## src/rtl/bn_shift_loader.sv

```systemverilog
// Writable BN1 shift-constant store: loads a valid/ready byte stream sequentially
// into a DEPTH x DATA_W array and serves a zero-latency combinational read port.
module bn_shift_loader #(
  parameter int DEPTH  = 32,
  parameter int DATA_W = 8,
  parameter int ADDR_W = 6
) (
  input  logic              clk,
  input  logic              rst,
  input  logic              start,
  input  logic              s_valid,
  input  logic [DATA_W-1:0] s_data,
  output logic              s_ready,
  output logic              busy,
  output logic              done,
  output logic [ADDR_W-1:0] wr_count,
  output logic [DATA_W-1:0] checksum,
  input  logic [ADDR_W-1:0] rd_addr,
  output logic [DATA_W-1:0] rd_data
);

  localparam int IDX_W = (DEPTH > 1) ? $clog2(DEPTH) : 1;
  localparam logic [ADDR_W-1:0] LAST_IDX = ADDR_W'(DEPTH - 1);
  localparam logic [ADDR_W-1:0] DEPTH_A  = ADDR_W'(DEPTH);

  typedef enum logic [1:0] {
    S_IDLE,
    S_LOAD,
    S_DONE
  } state_t;

  state_t state, next_state;

  logic [DATA_W-1:0] mem [DEPTH];
  logic              xfer;
  logic              clear;

  always_ff @(posedge clk or posedge rst) begin
    if (rst) begin
      state <= S_IDLE;
    end else begin
      state <= next_state;
    end
  end

  // A start in LOAD wins over a same-cycle transfer, so that byte is dropped.
  always_comb begin
    next_state = state;
    s_ready    = 1'b0;
    busy       = 1'b0;
    done       = 1'b0;
    clear      = 1'b0;
    xfer       = 1'b0;
    case (state)
      S_IDLE: begin
        if (start) begin
          next_state = S_LOAD;
          clear      = 1'b1;
        end
      end
      S_LOAD: begin
        s_ready = 1'b1;
        busy    = 1'b1;
        if (start) begin
          clear = 1'b1;
        end else if (s_valid) begin
          xfer = 1'b1;
          if (wr_count == LAST_IDX) begin
            next_state = S_DONE;
          end
        end
      end
      S_DONE: begin
        done = 1'b1;
        if (start) begin
          next_state = S_LOAD;
          clear      = 1'b1;
        end
      end
      default: next_state = S_IDLE;
    endcase
  end

  always_ff @(posedge clk or posedge rst) begin
    if (rst) begin
      wr_count <= '0;
      checksum <= '0;
    end else if (clear) begin
      wr_count <= '0;
      checksum <= '0;
    end else if (xfer) begin
      wr_count <= wr_count + ADDR_W'(1);
      checksum <= checksum ^ s_data;
    end
  end

  always_ff @(posedge clk or posedge rst) begin
    if (rst) begin
      for (int i = 0; i < DEPTH; i++) begin
        mem[i] <= '0;
      end
    end else if (xfer) begin
      mem[wr_count[IDX_W-1:0]] <= s_data;
    end
  end

  // Out-of-range addresses read as zero rather than aliasing into the array.
  always_comb begin
    rd_data = '0;
    if (rd_addr < DEPTH_A) begin
      rd_data = mem[rd_addr[IDX_W-1:0]];
    end
  end

endmodule
```

## config.mk

```make
export PLATFORM = sky130hd
export DESIGN_NAME = bn_shift_loader
export DESIGN_NICKNAME = d
export VERILOG_FILES = /design/src/rtl/bn_shift_loader.sv
export SDC_FILE = /design/constraint.sdc
export NUM_CORES = 1
export LEC_CHECK = 0
export BUFFER_PORTS_ARGS = -buffer_cell sky130_fd_sc_hd__buf_2
export CAP_MARGIN = 15
export CORE_UTILIZATION = 60
export CTS_BUF_LIST = sky130_fd_sc_hd__clkbuf_16
export DETAILED_ROUTE_END_ITERATION = 10
export PLACE_DENSITY = 0.74
export RECOVER_POWER = 100
export SETUP_SLACK_MARGIN = 0.2
export SLEW_MARGIN = 5
export SYNTH_ARGS = -nofsm -noshare
export SYNTH_HDL_FRONTEND = slang
export SYNTH_SLANG_ARGS = --single-unit
```

## constraint.sdc

```tcl
create_clock -name clk -period 16.05 [get_ports clk]
set_input_delay 1.605 -clock clk [delete_from_list [all_inputs] [get_ports clk]]
set_output_delay 1.605 -clock clk [all_outputs]
set_load 0.1 [all_outputs]
```

==> run metrics <==
outcome finished, violations left; violated checks max-capacitance violations, max-slew violations; Synth area leader dfrtp_1; Die ar. 22100 sq um; Port Buffer Count 42; final core occ 65.7%; DRC Markers 0; core area 21000 sq um; routed vias/inst 6.22; Max-cap violations 3; FF-to-FF path depth 4; Final period util 54.2%; post-layout minimum cycle time between 8 and 9 ns; multi-input logic area 5470 sq um; initial drt markers 367; global-route wire length before repair 44200 microns; Max VDD drop ~87 uV; DRT antenna net count 0; Diodes inserted 0; Crit path buffers/inverters 3; Fin. Hold Viols 0; CTS tree yes; Setup crit end rd_data[3]; most frequent CP cell clkbuf_1; num rows between 50 and 60; Tot Pwr 1500 uW; drt total wl approximately 27000 microns; WS Path Type in2out; die width 149 microns; Worst EP required 14.44 ns; yosys warns 0; Post-CTS Resized 0; Initial Utilization between 60% and 70%; clk_lat worst skew 0.54 ns; Reg-to-Reg Start state[1]$_DFFE_PP0P_; number of flops mapped to enable cells by yosys 0; GPL Wtd Cong 0.876; CTS H-tree lvls 1; vias in the first global route 7718; Critical Path End Type output pin; Post-Syn Area 12900 sq um; total track usage 26.3%; worst relative slew slack -237%; HPWL after detailed placement 17500 microns; Seq/Total Area, Yosys between 50% and 60%; Pleak 0.00687 uW; Placed Cells 1085; critical path depth 7; FFs w/ async S/R, synth 100%; power density over the cells 109 nW/um^2; DRT Pass-1 Iters 4; CP peak stage delay 2.86 ns; GRT Residual Overflow 0; layout cells sized above 1 40.3%; Root Driver clkbuf_16; main flop type after synthesis dfrtp_1; RSZ-0062 raised after global routing false; Fin Setup TNS 0 ns; Synth area leaders dfrtp_1, mux2_2, mux4_2; crit-path max FO 52; largest net degree at the start of global routing 120; delay-heaviest family, CP buffers and inverters; Pins Over Slew Limit 253; filler cell count 1501; Yosys top cell area share 52.8%; Critical Path Source rd_addr[1]; number of I/O pins 43; P&R area growth vs syn 7.19%; Avg WL per Cell 24.1 microns; synthesis-stage register bit count 272; Clock Tree Buf Depth 3; setup violators final 0; post-CTS setup buffer count 0; clk_skew 0.00700 ns; Min Hold Slack 0.486 ns; CP arrival slightly above 7 ns; post-synth net total 847; Num CTS Buffers 28; Post-Syn Instances 825; Vias 7074; Die H ~150 microns; crit path launch type input port; Yosys cell types 40; syn avg cell area 15.6 sq um; Worst Hold Class reg2reg; antenna violations before repair 0; Final nets roughly 860; actual slew at the worst max-slew pin slightly above 5 ns; FMAX around 110 MHz; reg-to-reg slack, setup between 10 and 15 ns; fin cells 1137; CP cell instances buf_4, clkbuf_1, mux4_1, mux2i_1, a221o_1, a21oi_1, clkbuf_1; worst reg2reg path endpoint mem[161]$_DFFE_PP0P_; Hold-fix buffers, CTS 0; Worst-path clk slew 0.06 ns; worst-path cell with the longest stage delay clkbuf_1; Sink Count around 270; area occupied by registers just under 7000 sq um
worst reg2reg max path: cells and delay by family, from the launching register on:
family	cells	cell delay (ns)
flops	1	0.43
mux	1	0.46
simple gates	3	1.86
worst min path at each step:
stage / startpoint / end / slack [ns] / depth (start not counted)
after floorplan: mem[229]$_DFFE_PP0P_ / mem[229]$_DFFE_PP0P_ / 0.46 / 1
after global placement: mem[229]$_DFFE_PP0P_ / mem[229]$_DFFE_PP0P_ / 0.47 / 1
after detailed placement: mem[229]$_DFFE_PP0P_ / mem[229]$_DFFE_PP0P_ / 0.48 / 1
after CTS: mem[229]$_DFFE_PP0P_ / mem[229]$_DFFE_PP0P_ / 0.49 / 1
after global routing: mem[220]$_DFFE_PP0P_ / mem[220]$_DFFE_PP0P_ / 0.50 / 1
final: mem[220]$_DFFE_PP0P_ / mem[220]$_DFFE_PP0P_ / 0.49 / 1
cell usage in the layout, fill, tap and decap left out, types with 11 or more instances in the layout:
cell and n:
dfrtp_1 272, nor2_1 17, clkbuf_16 29, mux2_1 14
mux4_1 24, buf_2 16, clkbuf_1 27, mux2_2 243
xor2_1 11, nand2_1 42, mux2i_1 32, clkinv_2 11
mux4_2 33
power breakdown:
part / leakage, uW / total, uW / switching [uW] / internal [uW]
sequential: 0.00375 / 717 / 11.3 / 706
combinational: 0.00263 / 114 / 76.0 / 37.6
clock: 0.000490 / 671 / 264 / 406
total: 0.00687 / 1500 / 352 / 1150
stage by stage:
stage	setup slack (ns)	cell area [sq um]
after detailed placement	10.29	13100
after global placement	10.30	13100
after global routing	6.14	13800
after CTS	10.29	14100
final	7.34	13800
after floorplan	6.95	12900
cells in the mapped netlist (3+ instances only):
cell,number
dfrtp_1,272
mux2_2,243
mux4_2,33
clkbuf_1,32
mux2i_1,32
nand2_4,26
mux4_1,24
nor2_1,17
mux2_1,14
buf_6,12
xor2_1,11
buf_4,10
nand2_1,10
a221o_1,8
a221oi_1,7
a22oi_1,7
a31oi_1,7
o21ai_0,7
nand2_2,6
a21oi_1,5
and2_1,5
ha_1,4
inv_1,4
nor2b_1,4
buf_1,3
buf_2,3
routing by layer:
metal	vias up	GRT usage, %	wire length, microns
met3	32	3.04	953
li1	3099	-	-
met2	132	43.2	13500
met5	-	0	0
met1	3811	37.1	12400
met4	0	7.58	584
logic make-up after synthesis:
logic type	synth area share [%]
simple gates	4.86
compound gates	2.38
mux	35.6
flops	52.8
xor+xnor	0.884
buf+inv	3.02
fa+ha+maj	0.389
registers in the layout, indices dropped and copies added, names as in the netlist:
name      flops
mem         256
checksum      8
wr_count      6
state         2
area by class of cell:
cell class                 count  share of cell area, %
timing repair buffer          46                   1.48
sequential                   272                   49.3
clock inverter                23                   1.68
clock buffer                  29                   5.26
inverter                       5                  0.145
tap                          275                   2.49
multi-input combinational    487                   39.7
No activity file was read; power rests on OpenSTA's default activity.
